### src/rtl/multi_delay.sv
// multi_delay: NCH independent programmable delay/period channels.
// Each channel counts from 0 up to its period and then either wraps
// (periodic) or parks in DONE (one-shot). Period and mode are written
// through a shared configuration port. Sticky error bits flag counters
// that ran past their period and writes aimed at nonexistent channels.
module multi_delay #(
    parameter int NCH       = 4,
    parameter int CBITS     = 13,
    parameter int DEFAULT_N = 7500,
    parameter int CHBITS    = 2
) (
    input  logic                clk,
    input  logic                rst,
    input  logic [NCH-1:0]      start,
    input  logic [NCH-1:0]      stop,
    input  logic                cfg_we,
    input  logic [CHBITS-1:0]   cfg_ch,
    input  logic [CBITS-1:0]    cfg_period,
    input  logic                cfg_mode,
    input  logic                err_clr,
    output logic [NCH-1:0]      sig,
    output logic [NCH-1:0]      flg,
    output logic [NCH-1:0]      done,
    output logic [NCH-1:0]      err,
    output logic                cfg_err,
    output logic [2*NCH-1:0]    dbg_state
);

    // Channel state; encoding is visible on dbg_state (2 bits per channel).
    typedef enum logic [1:0] {
        IDLE = 2'd0,
        RUN  = 2'd1,
        DONE = 2'd2
    } state_e;

    localparam logic [CHBITS:0] NCH_W = (CHBITS+1)'(NCH);

    state_e           state_q  [NCH];
    logic [CBITS-1:0] cnt_q    [NCH];
    logic [CBITS-1:0] period_q [NCH];
    logic             mode_q   [NCH];   // 0 = periodic, 1 = one-shot
    logic [NCH-1:0]   err_q;
    logic             cfg_err_q;
    logic             cfg_ch_ok;

    assign cfg_ch_ok = ({1'b0, cfg_ch} < NCH_W);

    // Channel FSMs, counters, configuration registers and sticky errors.
    // Priority per channel: stop, then start (retrigger), then counting.
    // Terminal test uses the period held before any same-cycle config write.
    always_ff @(posedge clk) begin
        if (rst) begin
            for (int c = 0; c < NCH; c++) begin
                state_q[c]  <= IDLE;
                cnt_q[c]    <= '0;
                period_q[c] <= CBITS'(DEFAULT_N);
                mode_q[c]   <= 1'b0;
            end
            err_q     <= '0;
            cfg_err_q <= 1'b0;
        end else begin
            for (int c = 0; c < NCH; c++) begin
                // Overrun is a set condition and beats err_clr.
                if (state_q[c] == RUN && cnt_q[c] > period_q[c]) begin
                    err_q[c] <= 1'b1;
                end else if (err_clr) begin
                    err_q[c] <= 1'b0;
                end

                if (stop[c]) begin
                    state_q[c] <= IDLE;
                    cnt_q[c]   <= '0;
                end else if (start[c]) begin
                    state_q[c] <= RUN;
                    cnt_q[c]   <= '0;
                end else if (state_q[c] == RUN) begin
                    if (cnt_q[c] >= period_q[c]) begin
                        cnt_q[c]   <= '0;
                        state_q[c] <= mode_q[c] ? DONE : RUN;
                    end else begin
                        cnt_q[c] <= cnt_q[c] + CBITS'(1);
                    end
                end else begin
                    cnt_q[c] <= '0;
                end

                if (cfg_we && cfg_ch_ok && cfg_ch == CHBITS'(c)) begin
                    period_q[c] <= cfg_period;
                    mode_q[c]   <= cfg_mode;
                end
            end

            if (cfg_we && !cfg_ch_ok) begin
                cfg_err_q <= 1'b1;
            end else if (err_clr) begin
                cfg_err_q <= 1'b0;
            end
        end
    end

    // Status outputs decoded from registered state only.
    always_comb begin
        sig       = '0;
        flg       = '0;
        done      = '0;
        dbg_state = '0;
        for (int c = 0; c < NCH; c++) begin
            sig[c]             = (state_q[c] == RUN) && (cnt_q[c] >= period_q[c]);
            flg[c]             = (state_q[c] == RUN) && (cnt_q[c] <  period_q[c]);
            done[c]            = (state_q[c] == DONE);
            dbg_state[2*c +: 2] = state_q[c];
        end
    end

    assign err     = err_q;
    assign cfg_err = cfg_err_q;

endmodule

### config.mk
export PLATFORM = sky130hd
export DESIGN_NAME = multi_delay
export DESIGN_NICKNAME = d
export VERILOG_FILES = /design/src/rtl/multi_delay.sv
export SDC_FILE = /design/constraint.sdc
export NUM_CORES = 1
export LEC_CHECK = 0
export CORE_UTILIZATION = 55
export CTS_BUF_LIST = sky130_fd_sc_hd__clkbuf_8 sky130_fd_sc_hd__clkbuf_16
export CTS_CLUSTER_DIAMETER = 200
export DETAILED_ROUTE_END_ITERATION = 6
export MAX_ROUTING_LAYER = met4
export PLACE_DENSITY = 0.83
export REMOVE_ABC_BUFFERS = 1
export SLEW_MARGIN = 15
export SYNTH_ARGS = -nofsm -noshare
export SYNTH_HDL_FRONTEND = slang
export SYNTH_SLANG_ARGS = --single-unit
### constraint.sdc
create_clock -name clk -period 2.4 [get_ports clk]
set_input_delay 0.24 -clock clk [delete_from_list [all_inputs] [get_ports clk]]
set_output_delay 0.24 -clock clk [all_outputs]
set_load 0.02 [all_outputs]
After elaboration in Yosys (flattened, before gate mapping) --
Memories as Yosys holds them, arrays and structs flattened. Cells that the tools add are included.
Word-level totals: memory bits (writable) 116, memories kept 4, flip-flop bits (word level) 4, word-level logic and storage cells 255, output and inout bits 25, input bits 28
Operators by class: magnitude comparators 12, reduce and logical (&&, ||, !) cells 21, equality and inequality tests 11, add/sub/neg operators 4, multiplexer cells 159, bitwise gates (word level) 40
Memory list:
- cnt_q | words 4, bits a word 13, read ports 4, clocked after memory_dff 0, write ports 4, RTL line 39 | logic [CBITS-1:0] cnt_q [NCH];
- period_q | words 4, bits a word 13, read ports 4, clocked after memory_dff 0, write ports 4, RTL line 40 | logic [CBITS-1:0] period_q [NCH];
- state_q | words 4, bits a word 2, read ports 4, clocked after memory_dff 0, write ports 4, RTL line 38 | state_e state_q [NCH];
- mode_q | words 4, bits a word 1, read ports 4, clocked after memory_dff 0, write ports 4, RTL line 41 | logic mode_q [NCH];
Operators with widths (count):
- 13-bit two-way mux | 24
- 1-bit two-way mux | 119
- 13-bit by 1-bit adder with 13-bit output, second input constant | 4
- 13-bit greater-or-equal comparator | 4
- 13-bit greater-than comparator | 4
- 13-bit less-than comparator | 4
- 1-bit bitwise OR | 40
- 2-bit two-way mux | 16
- 1-bit logical AND | 16
- 2-bit == test, second input constant | 6
- 2-bit by 1-bit == test with 1-bit output, second input constant | 5
- 2-bit nonzero test | 4
- 2-bit logical NOT | 1

Logic depth before layout (Yosys ltp) --
Gate-level depths: netlist of the first run. An unclocked memory read counts as a cell.
word-level depth 11, gate-level depth with buffers 8, mapped depth without buffers 7

Worst setup path before layout of the first run --
Ideal clock, no wire load.
path type reg-to-output, start point mem cnt_q[3][10], end point out flg[3], slack 0.119 ns, cell stages (with the launch flop) 6, arrival 2.041 ns, buffers on the path 0, required time 2.160 ns, path through edfxtp_1 -> ha_1 -> a21o_1 -> a21o_1 -> a222oi_1 -> nor3b_1
RTL lines:
- start: declaration | RTL line 39
- end: declaration | RTL line 22 | output logic [NCH-1:0] flg,

==> impl_metrics.json, run 1 <==
{
  "outcome": "finished with violations",
  "violations": "setup timing",
  "synth_compound_area_share_pct": 5.37,
  "p_seq_share_pct": 45.8,
  "pre_cts_ws_ns": -0.194,
  "maxSlewHeadroom_pct": 51.1,
  "drv_cap": 0,
  "setup-violations-final": 4,
  "power_density_nw_per_um2": 599,
  "path_clk_slew_ns": 0.05,
  "nFillCells": 730,
  "synthSimpleGateAreaFrac_pct": 20.8,
  "drtIter0Drc": 368,
  "cts_hold_buf": 0,
  "diodes": 0,
  "initial_utilization_pct": 57.6,
  "fin_crit_sh_pct": 106,
  "cts-root-buf": "clkbuf_16",
  "async_flop_share_pct": 0,
  "synth_top_family_by_area": "simple AND/OR/NAND/NOR gates",
  "rsz0062_at_grt": "yes",
  "track_usage_pct": 27.2,
  "hpwl_um": 10900,
  "rows": 39,
  "wl_um": 16000,
  "dp.cells": 935,
  "synth_cell_types": 43,
  "ys_seq_elements": 120,
  "grt_pass1_wl_um": 25100,
  "gp_congestion": 0.858,
  "synth_area_leaders": "edfxtp_1, ha_1, nor2_1",
  "synth_xor_area_share_pct": 5.61,
  "drt-wirelength-per-cell_um": 16.3,
  "setup-tns-final_ns": -0.368,
  "grt_start_max_net_pins": 17,
  "worst-path-max-fanout": 3,
  "worst_pin_slew_ns": 0.732,
  "placed_area_sq_um": 8080,
  "synth.avg_cell_area_sq_um": 10.7,
  "die_w_um": 113,
  "syn_to_final_growth_pct": 34.4,
  "power.internal_mw": 4.11,
  "path_cells": "ha_4 -> nand4_1 -> or4_4 -> and3_4 -> nor2_4 -> buf_6",
  "power_frac_comb_pct": 13.2,
  "drive_gt1_share_pct": 19.7,
  "fin_hold_ws_ns": 0.457,
  "num-nets-final": 912,
  "fin_util_pct": 77.4,
  "synthTopCellsByCount": "edfxtp_1, nor2_1, inv_1, ha_1, nand2b_1",
  "cts_tree": "built",
  "antenna_found_initial": 0,
  "synth_most_common_cell": "edfxtp_1",
  "vias": 5313,
  "worst_setup_path_end_kind": "output port",
  "netSwitchingFraction_pct": 24.0,
  "power.switching_mw": 1.30,
  "fp.dieArea_sq_um": 12700,
  "leakagePower_nw": 3.82,
  "yosysTopAreaCell": "edfxtp_1",
  "startpoint_type": "flop",
  "synthCells": 630,
  "final_hold_viol_count": 0,
  "synth_fa_ha_area_share_pct": 10.4,
  "critPathMaxStageDelay_ns": 0.58,
  "drc": 0,
  "avgViaCountPerCell": 5.42,
  "layout.cells.non_filler": 981,
  "ys_seq_area_share_pct": 53.1,
  "finalClockSkew_ns": 0.00575,
  "cpMaxStageDelayCell": "or4_4",
  "synthMuxAreaShare_pct": 0,
  "cts_buffers": 17,
  "io_buffers": 51,
  "first_pass_iters": 5,
  "die_h_um": 113,
  "synth_warnings": 0,
  "fmax_mhz": 392,
  "syn_area_sq_um": 6720,
  "final_antenna_net_count": 0,
  "cts_buffer_depth": 2,
  "stdcell_area_sq_um": 9030,
  "required_ns": 2.16,
  "ios": 53,
  "synth_ff_type": "edfxtp_1",
  "grt_overflow": 0,
  "htree_levels": 4,
  "clock-sinks": 120,
  "cp.arrival_ns": 2.31,
  "worst_slack_ns": -0.151,
  "clkPwrFrac_pct": 41.0,
  "clk_latency_ns": 0.42,
  "finalMaxSlewViolations": 0,
  "design.core.area_sq_um": 11700,
  "power_mw": 5.41,
  "hold_class": "flop to flop",
  "peakVddDrop_uv": 463,
  "path_class": "flop to output port",
  "grt_pass1_vias": 5443,
  "min_period_ns": 2.55,
  "synth_edf_count": 116,
  "synth_top_area_share_pct": 51.9
}
## area by class of cell
class / count / area [sq um] / share of cell area (%)
flip-flops and latches: 120 / 3560 / 39.5
multi-input cells: 482 / 3340 / 37.0
repair buffers: 138 / 1190 / 13.2
clock buffers: 17 / 425 / 4.71
inverters: 69 / 259 / 2.87
well taps: 143 / 179 / 1.98
clock inverters: 12 / 73.8 / 0.818
## power groups by stage
| stage | registers, mW | logic (mW) | clock network [mW] |
|---|---|---|---|
| floorplan | 2.52 | 0.302 | 0 |
| detailed placement | 2.51 | 0.589 | 0 |
| global placement | 2.51 | 0.553 | 0 |
| finish | 2.48 | 0.712 | 2.22 |
| global route | 2.49 | 0.780 | 2.32 |
| CTS | 2.47 | 0.648 | 2.23 |
## worst max-delay path, delay by kind of cell (launching register included)
family / cells / cell delay, ns
buffers and inverters: 1 / 0.12
flip-flops: 1 / 0.43
adder cells (fa/ha/maj): 1 / 0.31
AND/OR/NAND/NOR: 4 / 1.03
## repair_timing
action | 4_1_cts | 5_1_grt
setup buffers | 7 | 10
gates cloned | 0 | 1
gates resized for setup | 66 | 33
pin swaps | 12 | 22
hold endpoints to repair | 0 | 0
setup endpoints to repair | 8 | 20
## per-layer routing
layer	part of all wire, %	vias up	GRT usage [%]
met5	0	-	-
li1	-	2547	-
met2	51	170	46.7
met4	3.8	0	14.5
met1	39	2545	29.0
met3	5.7	51	6.75
## kinds of logic after synthesis
kind of cell,count (synthesis)
other cells,2
flops,120
buf+inv,79
simple gates,274
compound gates,56
xor+xnor,43
fa+ha+maj,56
## final timing paths
check / from / to / slack, ns / cells after the start
max: cnt_q[2][12] / sig[2] / -0.15 / 6
min: err[3] / err[3] / 0.46 / 2
min reg2reg: err[3] / err[3] / 0.46 / 2
max reg2reg: cnt_q[2][12] / cnt_q[2][12] / 0.07 / 8
## layout by cell type (no fill, tap or decap), drive strengths merged, types with 3 or more instances in the layout
cell type,count
nand4,15
nor3,14
clkbuf,18
ha,56
and2,23
nor2,81
dfxtp,4
nand2,35
clkdlybuf4s50,43
nor2b,9
o21ai,12
buf,94
inv,73
edfxtp,116
clkinv,7
nand2b,36
nor4,3
and3,22
or4,3
a211oi,3
xor2,24
conb,53
a21o,3
nand3,25
xnor2,19
a21oi,21
## sequential cells by signal, summed over array words and instances (netlist names)
signal,cells
mode_q,4
state_q,8
err,4
cnt_q,52
period_q,52
Note: power is estimated with default switching activity, not from simulation.
==> run 2, diff against run 1 <==
--- a/config.mk
+++ b/config.mk
@@ -6,7 +6,6 @@
 export NUM_CORES = 1
 export LEC_CHECK = 0
 export CORE_UTILIZATION = 55
-export CTS_BUF_LIST = sky130_fd_sc_hd__clkbuf_8 sky130_fd_sc_hd__clkbuf_16
 export CTS_CLUSTER_DIAMETER = 200
 export DETAILED_ROUTE_END_ITERATION = 6
 export MAX_ROUTING_LAYER = met4
==> run 2 against run 1 <==
- the flow still finishes with violations (setup timing)
- non-clock buffer count did not move
- critical path type unchanged
- fmax hardly changed
- die area unchanged
- critical endpoint unchanged
==> impl_metrics.json, run 2 (synthesis gave the netlist of run 1 again) <==
{
  "fmax_mhz": 392,
  "clk_latency_ns": 0.42,
  "final_antenna_net_count": 0,
  "multi_input_area_sq_um": 3340,
  "drive_gt1_share_pct": 19.7,
  "final_hold_viol_count": 0,
  "rsz0062_at_grt": "yes",
  "leakagePower_nw": 3.81,
  "cts_tree": "built",
  "fin_crit_sh_pct": 106,
  "path_class": "flop to output port",
  "drt-wirelength-per-cell_um": 16.3,
  "grt_pass1_vias": 5443,
  "io_buffers": 51,
  "die_w_um": 113,
  "maxSlewHeadroom_pct": 51.2,
  "nFillCells": 730,
  "critPathMaxStageDelay_ns": 0.58,
  "num-nets-final": 912,
  "syn_to_final_growth_pct": 34.4,
  "fin_hold_ws_ns": 0.457,
  "crit_family": "simple AND/OR/NAND/NOR gates",
  "htree_levels": 4,
  "gp_congestion": 0.858,
  "first_pass_iters": 5,
  "startpoint_type": "flop",
  "finalMaxSlewViolations": 0,
  "worst_slack_ns": -0.152,
  "clock-sinks": 120,
  "reg_top3": "cnt_q (52), period_q (52), state_q (8)",
  "drv_cap": 0,
  "path_clk_slew_ns": 0.05,
  "pre_cts_ws_ns": -0.194,
  "grt_overflow": 0,
  "setup-violations-final": 4,
  "cp.arrival_ns": 2.31,
  "cpMaxStageDelayCell": "or4_4",
  "hpwl_um": 10900,
  "worst_setup_path_end_kind": "output port",
  "violations": "setup timing",
  "regArea_sq_um": 3560,
  "worst-path-max-fanout": 3,
  "required_ns": 2.16,
  "initial_utilization_pct": 57.6,
  "outcome": "finished with violations",
  "power_density_nw_per_um2": 600,
  "finalClockSkew_ns": 0.00557,
  "layout_commonest_cell": "edfxtp_1",
  "cts-root-buf": "clkbuf_16",
  "cts_buffers": 17,
  "grt_start_max_net_pins": 17,
  "placed_area_sq_um": 8080,
  "stdcell_area_sq_um": 9030,
  "wl_um": 16000,
  "design.core.area_sq_um": 11700,
  "hold_class": "flop to flop",
  "rows": 39,
  "grt_pass1_wl_um": 25100,
  "avgViaCountPerCell": 5.40,
  "fp.dieArea_sq_um": 12700,
  "drtIter0Drc": 372,
  "worst_pin_slew_ns": 0.729,
  "diodes": 0,
  "setup-tns-final_ns": -0.369,
  "peakVddDrop_uv": 466,
  "drc": 0,
  "critical_path_buf_inv_count": 1,
  "ios": 53,
  "cts_buffer_depth": 2,
  "min_period_ns": 2.55,
  "vias": 5301,
  "die_h_um": 113,
  "antenna_found_initial": 0,
  "layout_common_cells": "edfxtp_1, buf_4, nor2_1",
  "track_usage_pct": 27.2,
  "path_cells": "ha_4 -> nand4_1 -> or4_4 -> and3_4 -> nor2_4 -> buf_6"
}
==> run 2: final timing paths <==
kind / startpoint / endpoint / slack [ns] / cells past startpoint
setup / recovery: cnt_q[2][12] / sig[2] / -0.15 / 6
hold / removal: err[3] / err[3] / 0.46 / 2
setup reg to reg: cnt_q[2][12] / cnt_q[2][12] / 0.07 / 8
hold reg to reg: err[3] / err[3] / 0.46 / 2
==> run 2: repair_timing <==
item,4_1_cts,5_1_grt
pin swaps,12,22
hold buffers,0,0
setup endpoints to repair,8,20
cloned,0,1
buffers inserted,7,10
resized for setup,65,34
==> run 2: metal layers <==
layer | GRT usage [%] | part of all wire [%]
met3 | 6.75 | 6.7
met4 | 14.5 | 3.9
met1 | 29.0 | 38
met2 | 46.7 | 51
met5 | - | 0
==> run 2: final cells by class <==
class,instances,share of cell area (%)
Timing Repair Buffer,138,13.2
Tap cell,143,1.98
Clock buffer,21,4.88
Clock inverter,8,0.651
Multi-Input combinational cell,482,37.0
Sequential cell,120,39.5
Inverter,69,2.87
==> run 2: worst reg2reg max path, cell delays in order, from the launching register on <==
cell	delay, ns
edfxtp_1	0.43
ha_4	0.31
nand4_1	0.19
or4_4	0.58
buf_6	0.15
and2_4	0.14
nand3_4	0.09
clkbuf_16	0.15
nor2_1	0.05
==> run 2: power by group <==
part	internal (mW)	leakage, nW	switching [mW]
combinational	0.329	2.35	0.383
clock	1.38	0.244	0.852
sequential	2.42	1.21	0.0594
total	4.13	3.81	1.29
==> run 2: metrics by stage <==
step | power, mW | instances | util (%)
finish | 5.42 | 981 | 77.4
global route | 5.60 | 981 | 77.4
CTS | 5.37 | 971 | 75.4
detailed placement | 3.10 | 935 | 69.3
global placement | 3.06 | 935 | 69.3
floorplan | 2.82 | 671 | -
==> run 3, diff against run 2 <==
--- a/config.mk
+++ b/config.mk
@@ -9,7 +9,7 @@
 export CTS_CLUSTER_DIAMETER = 200
 export DETAILED_ROUTE_END_ITERATION = 6
 export MAX_ROUTING_LAYER = met4
-export PLACE_DENSITY = 0.83
+export PLACE_DENSITY = 0.86
 export REMOVE_ABC_BUFFERS = 1
 export SLEW_MARGIN = 15
 export SYNTH_ARGS = -nofsm -noshare
==> run 3 against run 2 <==
- the flow still finishes with violations (setup timing)
- critical path type unchanged
- combinational power rose by 13%
- die area did not move
- wire length rose by 16%
- register-to-register slack got worse by 0.04 ns
- clock skew rose by 0.0043 ns
- setup slack got worse by 0.055 ns
- utilization rose by 2.2 points
- sequential power barely moved
- sequential share of layout area fell by 1.1 points
- clock power rose by 8%
- critical path depth rose by 3
- via count rose by 5.5%
==> impl_metrics.json, run 3 (synthesis gave the netlist of run 1 again) <==
{
  "clock-sinks": 120,
  "dp.cells": 934,
  "multi_input_area_sq_um": 3520,
  "grt_overflow": 0,
  "netSwitchingFraction_pct": 24.8,
  "ios": 53,
  "violations": "setup timing",
  "worst_setup_path_end_kind": "output port",
  "first_pass_iters": 6,
  "clk_latency_ns": 0.43,
  "wl_um": 18600,
  "io_buffers": 51,
  "syn_to_final_growth_pct": 38.2,
  "worst_pin_slew_ns": 0.743,
  "cp.arrival_ns": 2.37,
  "worst_slack_ns": -0.207,
  "power.switching_mw": 1.41,
  "die_w_um": 113,
  "nFillCells": 646,
  "num-nets-final": 917,
  "regArea_sq_um": 3560,
  "timing.rr.start": "cnt_q[2][7]",
  "track_usage_pct": 30.1,
  "initial_utilization_pct": 57.6,
  "final_hold_viol_count": 0,
  "r2r_slack_ns": 0.03,
  "grt_pass1_wl_um": 27600,
  "r2r_cells": 8,
  "fp.dieArea_sq_um": 12700,
  "cts_tree": "built",
  "leakagePower_nw": 3.88,
  "drt-wirelength-per-cell_um": 18.8,
  "finalMaxSlewViolations": 0,
  "drive_gt1_share_pct": 22.3,
  "drv_cap": 0,
  "die_h_um": 113,
  "setup-tns-final_ns": -0.592,
  "r2r-end": "cnt_q[2][8]",
  "clkPwrFrac_pct": 42.3,
  "met3_usage_pct": 6.80,
  "drtIter0Drc": 526,
  "rows": 39,
  "power_density_nw_per_um2": 614,
  "grt_start_max_net_pins": 19,
  "placed_area_sq_um": 8090,
  "startpoint": "period_q[2][6]",
  "layout_commonest_cell": "edfxtp_1",
  "power.internal_mw": 4.29,
  "path_class": "flop to output port",
  "final_antenna_net_count": 0,
  "maxSlewHeadroom_pct": 50.3,
  "p_seq_share_pct": 43.6,
  "grtUsageMet1_pct": 31.9,
  "cts_hold_buf": 0,
  "grt_pass1_vias": 5748,
  "setup-violations-final": 5,
  "diodes": 0,
  "layout_common_cells": "edfxtp_1, buf_4, nor2_1",
  "outcome": "finished with violations",
  "rsz0062_at_grt": "yes",
  "fmax_mhz": 384,
  "layout.cells.non_filler": 989,
  "min_period_ns": 2.61,
  "grt_use_met2_pct": 52.6,
  "worst-path-max-fanout": 2,
  "peakVddDrop_uv": 855,
  "hold_class": "flop to flop",
  "antenna_found_initial": 0,
  "cts_buffers": 17,
  "power_frac_comb_pct": 14.1,
  "gp_congestion": 0.887,
  "grt_busiest_layer": "met2",
  "path_clk_slew_ns": 0.05,
  "cts-root-buf": "clkbuf_16",
  "required_ns": 2.16,
  "htree_levels": 4,
  "avgViaCountPerCell": 5.65,
  "finalClockSkew_ns": 0.00991,
  "design.core.area_sq_um": 11700,
  "fin_crit_sh_pct": 109,
  "vias": 5592,
  "reg_top3": "cnt_q (52), period_q (52), state_q (8)",
  "drc": 0,
  "cts_buffer_depth": 2,
  "stdcell_area_sq_um": 9280,
  "crit_end": "sig[2]",
  "startpoint_type": "flop",
  "hpwl_um": 11100
}
[run 3: cell types whose count changed in the layout (fill, tap and decap cells not counted), moves of 3 or more]
cell      before  now
ha_1          43   35
ha_4          13   21
clkinv_2       2    9
inv_1         64   67
clkinv_1       5    1
buf_4         89   92
a21oi_4        0    3
inv_2          5    2
[run 3: metal layers]
layer | part of all wire, % | wire, um
met5 | 0 | 0
met4 | 5.4 | 1000
met3 | 6.7 | 1240
met2 | 51 | 9570
met1 | 36 | 6770
[run 3: cell type report]
class                      instances  area share, %
tap                              143           1.93
multi-input combinational        482           37.9
sequential                       120           38.4
clock buffer                      20           4.70
clock inverter                    12           1.17
inverter                          69           2.79
timing repair buffer             143           13.1
[run 3: critical path: stages (launching register included)]
cell and delay [ns]:
edfxtp_1 0.39, inv_1 0.15, ha_4 0.23, a21oi_2 0.19, o21ai_2 0.13, a221oi_4 0.32
buf_4 0.16, and3_4 0.20, nor2_4 0.04, buf_6 0.13
[run 3: worst min-delay path by stage]
| stage | from | end | depth (start not counted) |
|---|---|---|---|
| final | err[1] | err[1] | 1 |
| after global routing | err[1] | err[1] | 1 |
| after CTS | err[3] | err[3] | 2 |
| after detailed placement | err[3] | err[3] | 2 |
| after global placement | err[3] | err[3] | 2 |
| after floorplan | rst | err[3] | 1 |
[run 3: power by group through the flow]
stage	clock network (mW)	logic, mW	registers (mW)
CTS	2.42	0.675	2.48
detailed placement	0	0.592	2.52
global placement	0	0.553	2.51
finish	2.41	0.801	2.49
global route	2.53	0.862	2.49
floorplan	0	0.302	2.52
[run 3: through the flow]
step / worst slack [ns] / hold slack (ns) / power, mW / util, %
after floorplan: 0.119 / 0.344 / 2.82 / -
after global placement: -0.124 / 0.431 / 3.06 / 69.3
after detailed placement: -0.243 / 0.445 / 3.11 / 69.3
after CTS: -0.139 / 0.458 / 5.58 / 76.6
after global routing: -0.278 / 0.506 / 5.88 / 79.6
final: -0.207 / 0.486 / 5.70 / 79.6
[run 3: timing repair]
item	4_1_cts	5_1_grt
hold endpoints to repair	0	0
setup endpoints to repair	8	20
setup buffers	12	11
pin swaps	16	22
resized for setup	71	42
